$ cat config.mk
export PLATFORM = sky130hd
export DESIGN_NAME = conv_window_gen_flat
export DESIGN_NICKNAME = d
export VERILOG_FILES = /design/src/rtl/conv_pkg.sv /design/src/rtl/conv_window_gen_if.sv /design/src/rtl/conv_line_buf.sv /design/src/rtl/conv_window_gen.sv /design/src/flat_wrapper.sv
export SDC_FILE = /design/constraint.sdc
export NUM_CORES = 1
export LEC_CHECK = 0
export CAP_MARGIN = 20
export CORE_UTILIZATION = 40
export DETAILED_ROUTE_END_ITERATION = 7
export PLACE_DENSITY = 0.69
export SETUP_SLACK_MARGIN = 0.5
export SYNTH_ARGS = -nofsm -noshare
export SYNTH_HDL_FRONTEND = slang
export SYNTH_SLANG_ARGS = --single-unit
$ cat constraint.sdc
create_clock -name clk -period 8.3 [get_ports clk]
set_clock_uncertainty 0.2 [all_clocks]
set_input_delay 1.66 -clock clk [delete_from_list [all_inputs] [get_ports clk]]
set_output_delay 1.66 -clock clk [all_outputs]
set_load 0.01 [all_outputs]
$ cat src/rtl/conv_pkg.sv
// conv_pkg
// Shared types and constants for the 2x2 convolution window generator and
// the neuron stage that consumes its windows.
//   PIX_W    : width of one pixel in bits
//   pixel_t  : signed two's-complement pixel
//   window_t : four packed pixels, [3]=up-left, [2]=up, [1]=left, [0]=current
package conv_pkg;

   localparam int PIX_W = 8;

   typedef logic signed [PIX_W-1:0] pixel_t;
   typedef logic [3:0][PIX_W-1:0]   window_t;

   // Number of complete 2x2 windows one frame of w x h pixels yields.
   function automatic int windowsPerFrame(input int w, input int h);
      return (w - 1) * (h - 1);
   endfunction

endpackage

$ cat src/rtl/conv_window_gen_if.sv
// conv_window_gen_if
// Bundles the pixel input handshake and the window output handshake of the
// window generator.
//   pix_in/in_valid/in_ready/sof : raster-order pixel stream, sof marks (0,0)
//   pixels/win_valid/out_ready   : 2x2 window stream to the neuron stage
// Modports:
//   slave  : the window generator's view
//   master : the pixel producer / window consumer side
interface conv_window_gen_if;
   import conv_pkg::*;

   pixel_t  pix_in;
   logic    in_valid;
   logic    in_ready;
   logic    sof;
   window_t pixels;
   logic    win_valid;
   logic    out_ready;

   modport slave (
      input  pix_in,
      input  in_valid,
      input  sof,
      input  out_ready,
      output in_ready,
      output pixels,
      output win_valid
   );

   modport master (
      output pix_in,
      output in_valid,
      output sof,
      output out_ready,
      input  in_ready,
      input  pixels,
      input  win_valid
   );

endinterface

$ cat src/rtl/conv_line_buf.sv
// conv_line_buf
// Shift-register line buffer holding the most recent DEPTH accepted pixels.
// With DEPTH equal to the row width, the oldest entry is the pixel directly
// above the one being shifted in.
//   clk        : clock
//   shiftEn_i  : shift din_i in this cycle
//   din_i      : pixel to store
//   tap_o      : oldest stored pixel
// Contents are not reset; stale entries are overwritten by row 0 of a new
// frame before any window uses them.
module conv_line_buf
   import conv_pkg::*;
#(
   parameter int DEPTH = 8
) (
   input  logic   clk,
   input  logic   shiftEn_i,
   input  pixel_t din_i,
   output pixel_t tap_o
);

   pixel_t mem_q [DEPTH];

   // Every accepted pixel enters at entry 0 and ages one slot per accept.
   always_ff @(posedge clk) begin
      if (shiftEn_i) begin
         mem_q[0] <= din_i;
         for (int i = 1; i < DEPTH; i++) begin
            mem_q[i] <= mem_q[i-1];
         end
      end
   end

   assign tap_o = mem_q[DEPTH-1];

endmodule

$ cat src/rtl/conv_window_gen.sv
// conv_window_gen
// Turns a raster-order pixel stream into a stream of 2x2 windows, one per
// accepted pixel at row>=1 and col>=1, with one cycle of latency and a single
// output register (full throughput when the consumer is always ready).
//   IMG_W, IMG_H : image width and height in pixels (both >= 2)
//   clk, rst     : clock and asynchronous active-high reset
//   stream       : pixel input and window output handshakes
module conv_window_gen
   import conv_pkg::*;
#(
   parameter int IMG_W = 8,
   parameter int IMG_H = 8
) (
   input  logic                     clk,
   input  logic                     rst,
   conv_window_gen_if.slave         stream
);

   localparam int COL_W = (IMG_W > 1) ? $clog2(IMG_W) : 1;
   localparam int ROW_W = (IMG_H > 1) ? $clog2(IMG_H) : 1;
   localparam logic [COL_W-1:0] LAST_COL = COL_W'(IMG_W - 1);
   localparam logic [ROW_W-1:0] LAST_ROW = ROW_W'(IMG_H - 1);

   logic             accept;
   logic             windowPos;
   logic             colAtEnd;
   logic             rowAtEnd;
   logic [COL_W-1:0] curCol, col_d, col_q;
   logic [ROW_W-1:0] curRow, row_d, row_q;
   pixel_t           tapPix;
   pixel_t           left_q;
   pixel_t           upLeft_q;
   window_t          pixels_d, pixels_q;
   logic             winValid_d, winValid_q;

   // The single output register can take a new window when it is empty or
   // is being emptied this cycle.
   assign stream.in_ready  = !winValid_q || stream.out_ready;
   assign accept           = stream.in_valid && stream.in_ready;
   assign stream.pixels    = pixels_q;
   assign stream.win_valid = winValid_q;

   conv_line_buf #(
      .DEPTH(IMG_W)
   ) u_lineBuf (
      .clk      (clk),
      .shiftEn_i(accept),
      .din_i    (stream.pix_in),
      .tap_o    (tapPix)
   );

   // Position of the pixel being accepted: sof forces (0,0), otherwise the
   // stored counters already point at the next expected position. The
   // counters then advance from that position so a mid-frame sof restarts
   // counting from the sof pixel.
   always_comb begin
      curCol   = stream.sof ? '0 : col_q;
      curRow   = stream.sof ? '0 : row_q;
      colAtEnd = (curCol == LAST_COL);
      rowAtEnd = (curRow == LAST_ROW);
      col_d    = col_q;
      row_d    = row_q;
      if (accept) begin
         if (colAtEnd) begin
            col_d = '0;
            row_d = rowAtEnd ? '0 : curRow + ROW_W'(1);
         end else begin
            col_d = curCol + COL_W'(1);
            row_d = curRow;
         end
      end
   end

   // A window exists only once a full pixel above and a full pixel to the
   // left are available. Loading a new window takes priority over clearing,
   // which lets a consume and a new window share a cycle without a bubble.
   always_comb begin
      windowPos  = (curRow != '0) && (curCol != '0);
      winValid_d = winValid_q;
      pixels_d   = pixels_q;
      if (accept && windowPos) begin
         winValid_d  = 1'b1;
         pixels_d[3] = upLeft_q;
         pixels_d[2] = tapPix;
         pixels_d[1] = left_q;
         pixels_d[0] = stream.pix_in;
      end else if (stream.out_ready) begin
         winValid_d = 1'b0;
      end
   end

   // Counters and the output window are the only reset state; reset drops
   // any pending window and makes the next accepted pixel (0,0).
   always_ff @(posedge clk or posedge rst) begin
      if (rst) begin
         col_q      <= '0;
         row_q      <= '0;
         winValid_q <= 1'b0;
         pixels_q   <= '0;
      end else begin
         col_q      <= col_d;
         row_q      <= row_d;
         winValid_q <= winValid_d;
         pixels_q   <= pixels_d;
      end
   end

   // Neighbour registers: left_q is the previous accepted pixel and
   // upLeft_q the previous line-buffer tap, giving p(r,c-1) and p(r-1,c-1)
   // for the next accept. Stale values only ever pair with col 0, which
   // never forms a window.
   always_ff @(posedge clk) begin
      if (accept) begin
         left_q   <= stream.pix_in;
         upLeft_q <= tapPix;
      end
   end

endmodule
$ cat src/flat_wrapper.sv
// flat-port wrapper written by rule: the top's interface ports become plain ports
module conv_window_gen_flat import conv_pkg::*;
#(
   parameter int IMG_W = 8,
   parameter int IMG_H = 8
)
  (clk, rst, stream_pix_in, stream_in_valid, stream_sof, stream_out_ready, stream_in_ready, stream_pixels, stream_win_valid);
  conv_window_gen_if stream_i ();
  input  logic clk;
  input  logic rst;
  input wire logic [$bits(stream_i.pix_in)-1:0] stream_pix_in;
  input wire logic [$bits(stream_i.in_valid)-1:0] stream_in_valid;
  input wire logic [$bits(stream_i.sof)-1:0] stream_sof;
  input wire logic [$bits(stream_i.out_ready)-1:0] stream_out_ready;
  output wire logic [$bits(stream_i.in_ready)-1:0] stream_in_ready;
  output wire logic [$bits(stream_i.pixels)-1:0] stream_pixels;
  output wire logic [$bits(stream_i.win_valid)-1:0] stream_win_valid;
  assign stream_i.pix_in = stream_pix_in;
  assign stream_i.in_valid = stream_in_valid;
  assign stream_i.sof = stream_sof;
  assign stream_i.out_ready = stream_out_ready;
  assign stream_in_ready = stream_i.in_ready;
  assign stream_pixels = stream_i.pixels;
  assign stream_win_valid = stream_i.win_valid;
  conv_window_gen #(.IMG_W(IMG_W), .IMG_H(IMG_H)) u_core (.clk(clk), .rst(rst), .stream(stream_i));
endmodule
Yosys cells after proc, flatten, opt, wreduce, memory -nomap -nowiden
Memories as Yosys holds them, arrays and structs flattened.
Cells that the tools add are included.
- output and inout bits: 34
- logic and storage cells: 31
- memories: 1
- flip-flop bits (word level): 55
- bits in writable memories: 64
- memory list (memory ; words ; bits a word ; read ports ; clocked after Yosys merged registers in ; wr ports ; line ; source):
    u_core.u_lineBuf.mem_q ; 8 ; 8 ; 8 ; 0 ; 8 ; conv_line_buf.sv:22 ; pixel_t mem_q [DEPTH];
- equal/unequal tests: 2
- muxes and demuxes: 9
- $add $sub $neg: 2
- reduce and logical (&&, ||, !) cells: 8
- operator list (operator ; count):
    $mux 3 ; 5
    $add 3x1->3 const B ; 2
    $eq 3x3->1 const B ; 2
    $reduce_bool 3->1 ; 2
    $mux 1 ; 4
    $logic_and 1x1->1 ; 3
    $reduce_bool 2->1 ; 1
    $logic_not 1->1 ; 1
    $logic_or 1x1->1 ; 1

Logic depth before layout (Yosys ltp)
Gate-level depths: netlist of the first run.
- word-level depth: 5
- mapped depth: 7
- depth with buffers taken out: 7

Modules after synthesis
From an unflattened synthesis of the first run, not the netlist that was laid out.
- cells, all modules: 205
- area total of the unflattened synthesis: 4126.5 sq um
- modules (own cells, without submodules) (module ; area each (sq um) ; times used ; cells an instance ; seq. area each (sq um)):
    conv_window_gen ; 2144.6 ; 1 ; 133 ; 1456.4
    conv_line_buf ; 1981.9 ; 1 ; 72 ; 1921.8

Least setup slack after synthesis of the first run
OpenSTA, ideal clock, no wires.
- path kind: input-to-reg
- start point: input stream_out_ready
- end point: register u_core.row_q[1]
- slack: 4037 ps
- cell stages on the path: 5
- data arrival time: 3937 ps
- path buffers: 0
- cells stage by stage: nand2b_2 nand2_4 inv_1 o21ai_0 a32o_1
- word-level cells in the longest chain between the ends: 2
- ends and longest elaborated chain (item ; line ; source):
    start, declared ; flat_wrapper.sv:14 ; input wire logic [$bits(stream_i.out_ready)-1:0] stream_out_ready;
    $logic_or 1x1->1 ; conv_window_gen.sv:38 ; assign stream.in_ready = !winValid_q || stream.out_ready;
    $logic_and 1x1->1 ; conv_window_gen.sv:39 ; assign accept = stream.in_valid && stream.in_ready;
    named net u_core.accept ; conv_window_gen.sv:24 ; logic accept;
    end signal, assigned ; conv_window_gen.sv:102 ; row_q <= row_d;
    end, declared ; conv_window_gen.sv:29 ; logic [ROW_W-1:0] curRow, row_d, row_q;
The timed path passes the listed nets, and every way through them passes these cells.
A chain may end at the register's enable or synchronous reset.

Worst setup path in the final report of the first run
- start point: input stream_out_ready
- end point: output stream_in_ready
- word-level cells in the longest chain between the ends: 1
- ends and longest elaborated chain (item ; line ; source):
    $logic_or 1x1->1 ; conv_window_gen.sv:38 ;
    end, declared ; flat_wrapper.sv:15 ; output wire logic [$bits(stream_i.in_ready)-1:0] stream_in_ready;
Every way passes these cells.

==> results of run 1 <==
-- metrics by stage --
step,setup slack (ns),total power (W)
floorplan,4.04,0.000681
global placement,3.65,0.000715
detailed placement,3.63,0.000719
CTS,3.62,0.00104
global route,3.59,0.00107
finish,3.63,0.00102
-- logic make-up after synthesis --
logic type | after synthesis | share of synthesized area (%)
compound gates | 8 | 1.60
fa+ha+maj | 5 | 1.64
buf+inv | 12 | 1.77
flops | 111 | 82.0
mux | 32 | 9.91
simple gates | 21 | 3.04
-- path summary, 6_finish.rpt --
| kind | to | depth (start not counted) |
|---|---|---|
| max reg2reg | u_core.stream.pixels[13]$_DFFE_PP0P_ | 6 |
| max | stream_in_ready | 3 |
| max in group asynchronous | u_core.stream.pixels[16]$_DFFE_PP0P_ | 3 |
| min | u_core.u_lineBuf.mem_q[1][23]$_DFFE_PP_ | 0 |
| min reg2reg | u_core.u_lineBuf.mem_q[1][23]$_DFFE_PP_ | 0 |
| min in group asynchronous | u_core.stream.pixels[18]$_DFFE_PP0P_ | 3 |
-- final cells by class --
| cell class | count | area (sq um) | share of cell area [%] |
|---|---|---|---|
| Clock inverter | 7 | 71.3 | 1.54 |
| Inverter | 9 | 35.0 | 0.758 |
| Tap cell | 129 | 161 | 3.49 |
| Clock buffer | 9 | 124 | 2.68 |
| Multi-Input combinational cell | 66 | 619 | 13.4 |
| Sequential cell | 111 | 3140 | 67.9 |
| Timing Repair Buffer | 48 | 475 | 10.3 |
-- per-layer routing --
layer | up-vias | wire (um)
met5 | - | 0
met4 | 0 | 49
met3 | 5 | 265
met2 | 51 | 2490
met1 | 861 | 2370
li1 | 801 | -
-- registers in the layout (all words and copies together) (netlist names) --
register                 flops
u_core.stream.win_valid      1
u_core.upLeft_q              8
u_core.stream.pixels        32
u_core.left_q                7
u_core.u_lineBuf.mem_q      57
u_core.row_q                 3
u_core.col_q                 3
-- critical path, delay by kind of cell --
| family | cells | cell delay [ns] |
|---|---|---|
| buffers and inverters | 2 | 1.00 |
| AND/OR/NAND/NOR | 1 | 0.15 |
-- report_power, final --
part	leakage (nW)	internal, W	switching (W)
clock	0.0937	0.000140	0.000175
sequential	1.24	0.000628	0.0000127
combinational	0.515	0.0000352	0.0000299
total	1.85	0.000803	0.000217
-- cell usage in the layout, fill, tap and decap left out, types with 3 or more instances in the layout --
| cell type | count |
|---|---|
| edfxtp_1 | 72 |
| clkdlybuf4s50_1 | 46 |
| dfrtp_1 | 39 |
| mux2_2 | 27 |
| nand2_1 | 11 |
| clkbuf_8 | 9 |
| inv_1 | 7 |
| mux2_4 | 5 |
| ha_1 | 5 |
| nand2b_1 | 4 |
| o21ai_0 | 3 |
==> flow_metrics.tcl, run 1 <==
set metrics [dict create \
    status "finished clean" \
    netlist_top_cells_area "edfxtp_1, dfrtp_1, mux2_2" \
    h-tree-depth 3 \
    powerDensity_mw_per_mm2 221 \
    holdCritStartpoint "u_core.u_lineBuf.mem_q[1][15]$_DFFE_PP_" \
    drtAntennaViolNets 0 \
    globalRouteMet2Util_pct 18.2 \
    use_met3_pct 3.34 \
    cts_tree "built" \
    slew_headroom_pct 30.9 \
    fmax_mhz 214 \
    synthTopCellsByCount "edfxtp_1, dfrtp_1, mux2_2" \
    cts_buffers 9 \
    vias 1718 \
    syn2layout_area_growth_pct 20.9 \
    numPlacedInstances 363 \
    diodes 0 \
    hold_path.class "reg -> reg" \
    seq_area_frac_synth_pct 82.0 \
    synthCells 189 \
    drv_slew 0 \
    grt_pass1_wl_um 8660 \
    yosysTopAreaCell "edfxtp_1" \
    ys_async_sr_fraction_pct 35.1 \
    ir_worst_vdd_v 0.000108 \
    clkLatencyLatePin_ns 0.35 \
    io_pins 47 \
    final_cells 379 \
    crit_top_cell "clkdlybuf4s50_1" \
    clock_path_buffers 2 \
    grt_overflow 0 \
    use_met1_pct 14.2 \
    p_leak_nw 1.85 \
    ys.flop_type "edfxtp_1" \
    hpwl_um 2910 \
    syn_area_sq_mm 0.00382 \
    grt_max_degree 73 \
    setup_viol 0 \
    avgSynthCellArea_sq_um 20.2 \
    critPathLaunchType "primary input" \
    ys.warnings.count 0 \
    synth_top_cell_area_share_pct 56.5 \
    final_area_sq_mm 0.00462 \
    core_area_sq_mm 0.00924 \
    clk_pin_slew_ns 0.10 \
    fp.dieW_um 99.8 \
    drc 0 \
    cp-end-kind "output pin" \
    cts_resized 0 \
    synth-edff-count 72 \
    crit_type "in -> out" \
    cts_sinks 111 \
    fin_hold_ws_ns 0.219 \
    critical_path.cell_chain "clkdlybuf4s50_1 -> nand2b_2 -> clkdlybuf4s50_1" \
    wl_per_cell_um 13.6 \
    worst_pin_slew_ns 1.03 \
    fill_cells 791 \
    slowest_stage "clkdlybuf4s50_1" \
    port_buffers 46 \
    post_cts_buffers 0 \
    finalSetupTns_ns 0 \
    crit_start "stream_out_ready" \
    min_period_ns 4.67 \
    grt_pass1_vias 1823 \
    placementRows 35 \
    final_core_util_pct 50.0 \
    drt_wl_total_um 5170 \
    die_h_um 99.8 \
    synth_nets 207 \
    cts_hold_repair.buffers 0 \
    busiest_layer "met2" \
    initial_core_util_pct 41.4 \
    ys_seq_elements 111 \
    drt-initial-drc-count 68 \
    final_nets 263 \
    r2r_setup_slack_ns 5.76 \
    yosysMostFrequentCell "edfxtp_1" \
    drv_cap 0 \
    fp.dieArea_sq_mm 0.00996 \
    arrival_ns 2.81 \
    slowest_delay_ns 0.55 \
    rr_startpoint "u_core.row_q[0]$_DFFE_PP0P_" \
    finalCritPeriodShare_pct 56.2 \
    track_usage_pct 11.3 \
    drive_above_1_share_pct 21.6 \
    yosysUniqueCellTypes 21 \
    drt-pass1-iter-count 4 \
    grt_antenna_before_repair 0 \
    via_per_inst 4.53 \
    rsz0062_at_grt "false" \
    placed_area_sq_mm 0.00443 \
    hold_violations 0 \
    place_congestion 0.624 \
    root_buffer "clkbuf_8" \
    crit_fanout 3 \
    cp_data_required_time_ns 6.44 \
]
(Power assumes the default switching activity.)
==> inputs of run 2 (changes only) <==
==> constraint.sdc (replaced) <==
create_clock -name clk -period 4.8 [get_ports clk]
set_clock_uncertainty 0.2 [all_clocks]
set_input_delay 0.96 -clock clk [delete_from_list [all_inputs] [get_ports clk]]
set_output_delay 0.96 -clock clk [all_outputs]
set_load 0.01 [all_outputs]
==> run 2 against run 1 <==
Net effect: via count up 1.0%; largest power group unchanged; wire length down 2.9%; sequential power up 73%; utilization about the same; die area unchanged; clock power up 60%; final area about the same; critical path type is now in -> reg; non-clock buffer count up 2; setup slack worse by 2.1 ns; cell count up 0.53%; critical path depth up 5; combinational power up 74%.
==> flow_metrics.tcl, run 2 (same netlist as run 1, synthesis figures left out) <==
set metrics [dict create \
    grt_overflow 0 \
    most-common-layout-cells "edfxtp_1, clkdlybuf4s50_1, dfrtp_1" \
    cts_buffers 9 \
    cts_sinks 111 \
    io_pins 47 \
    powerDensity_mw_per_mm2 373 \
    grt_antenna_before_repair 0 \
    final_common_cell "edfxtp_1" \
    fin_hold_ws_ns 0.217 \
    finalSetupTns_ns 0 \
    core_area_sq_mm 0.00924 \
    regArea_sq_mm 0.00314 \
    ir_worst_vdd_v 0.000209 \
    wl_per_cell_um 13.2 \
    top_register "u_core.u_lineBuf.mem_q" \
    hold_path.class "reg -> reg" \
    root_buffer "clkbuf_8" \
    finalCritPeriodShare_pct 69.0 \
    worst_pin_slew_ns 0.507 \
    clk_pin_slew_ns 0.10 \
    cp_data_required_time_ns 4.85 \
    slew_headroom_pct 66.2 \
    via_per_inst 4.56 \
    drive_above_1_share_pct 22.2 \
    fmax_mhz 302 \
    diodes 0 \
    cp-end-kind "flip-flop" \
    drt-initial-drc-count 92 \
    placementRows 35 \
    drt_wl_total_um 5020 \
    fp.dieArea_sq_mm 0.00996 \
    drv_slew 0 \
    crit_fanout 18 \
    arrival_ns 3.37 \
    status "finished clean" \
    cts_hold_repair.buffers 0 \
    p_leak_nw 1.86 \
    syn2layout_area_growth_pct 20.9 \
    place_congestion 0.652 \
    crit_type "in -> reg" \
    hold_violations 0 \
    drtAntennaViolNets 0 \
    power.total_w 0.00172 \
    cts_tree "built" \
    drc 0 \
    grt_pass1_wl_um 8360 \
    setup_viol 0 \
    fill_cells 782 \
    min_period_ns 3.31 \
    critPathLaunchType "primary input" \
    die_h_um 99.8 \
    hpwl_um 3200 \
    grt_pass1_vias 1776 \
    drv_cap 0 \
    post_cts_buffers 0 \
    clkLatencyLatePin_ns 0.36 \
    port_buffers 46 \
    track_usage_pct 11.2 \
    grt_max_degree 40 \
    vias 1736 \
    rsz0062_at_grt "false" \
    final_nets 265 \
    initial_core_util_pct 41.4 \
    clock_path_buffers 2 \
    largest_reg_flops 57 \
    drt-pass1-iter-count 4 \
    multi_input_area_sq_um 619 \
    h-tree-depth 3 \
    fp.dieW_um 99.8 \
    cts_resized 0 \
]
[run 2: cell types whose count changed in the layout (fill, tap and decap cells not counted)]
cell,change
buf_4,+2
bufinv_16,-1
clkbuf_1,+1
clkinv_1,-1
clkinv_4,+1
clkinvlp_4,-2
inv_4,+1
inv_6,-1
inv_8,+2
[run 2: final timing paths]
kind	start	slack, ns	endpoint	cells after the start
min in group asynchronous	rst	0.82	u_core.stream.pixels[9]$_DFFE_PP0P_	3
min reg2reg	u_core.u_lineBuf.mem_q[1][20]$_DFFE_PP_	0.22	u_core.u_lineBuf.mem_q[1][28]$_DFFE_PP_	0
max reg2reg	u_core.row_q[0]$_DFFE_PP0P_	2.37	u_core.stream.pixels[12]$_DFFE_PP0P_	7
max in group asynchronous	rst	3.22	u_core.stream.pixels[20]$_DFFE_PP0P_	3
max	stream_sof	1.49	u_core.stream.pixels[12]$_DFFE_PP0P_	8
min	u_core.u_lineBuf.mem_q[1][20]$_DFFE_PP_	0.22	u_core.u_lineBuf.mem_q[1][28]$_DFFE_PP_	0
[run 2: cell type report]
class,instances,share of cell area [%]
Clock buffer,10,2.76
Inverter,9,0.758
Timing Repair Buffer,50,10.6
Tap cell,129,3.49
Sequential cell,111,67.9
Multi-Input combinational cell,66,13.4
Clock inverter,6,1.11
[run 2: through the flow]
stage | setup WS, ns | util [%] | cells | area [sq um]
after floorplan | 1.24 | - | 189 | 3820
after detailed placement | 1.05 | 48.1 | 365 | 4440
after global placement | 1.13 | 48.1 | 365 | 4440
after CTS | 1.48 | 50.0 | 381 | 4620
after global routing | 1.33 | 50.0 | 381 | 4620
final | 1.49 | 50.0 | 381 | 4620
[run 2: worst max-delay path: stages]
cell             delay, ns
clkdlybuf4s50_1       0.51
nand2b_1              0.25
ha_1                  0.22
o21ai_1               0.16
o221ai_2              0.14
nor2_4                0.38
buf_4                 0.36
mux2_2                0.37
[run 2: metal layers]
metal	part of all wire, %	track usage, %
met1	46	13.9
met2	46	17.2
met3	6.4	5.01
met4	1.6	4.41
met5	0	0
[run 2: power by group]
part	switching (W)	internal (W)
clock network	0.000305	0.000199
registers	0.0000224	0.00109
logic	0.0000516	0.0000612
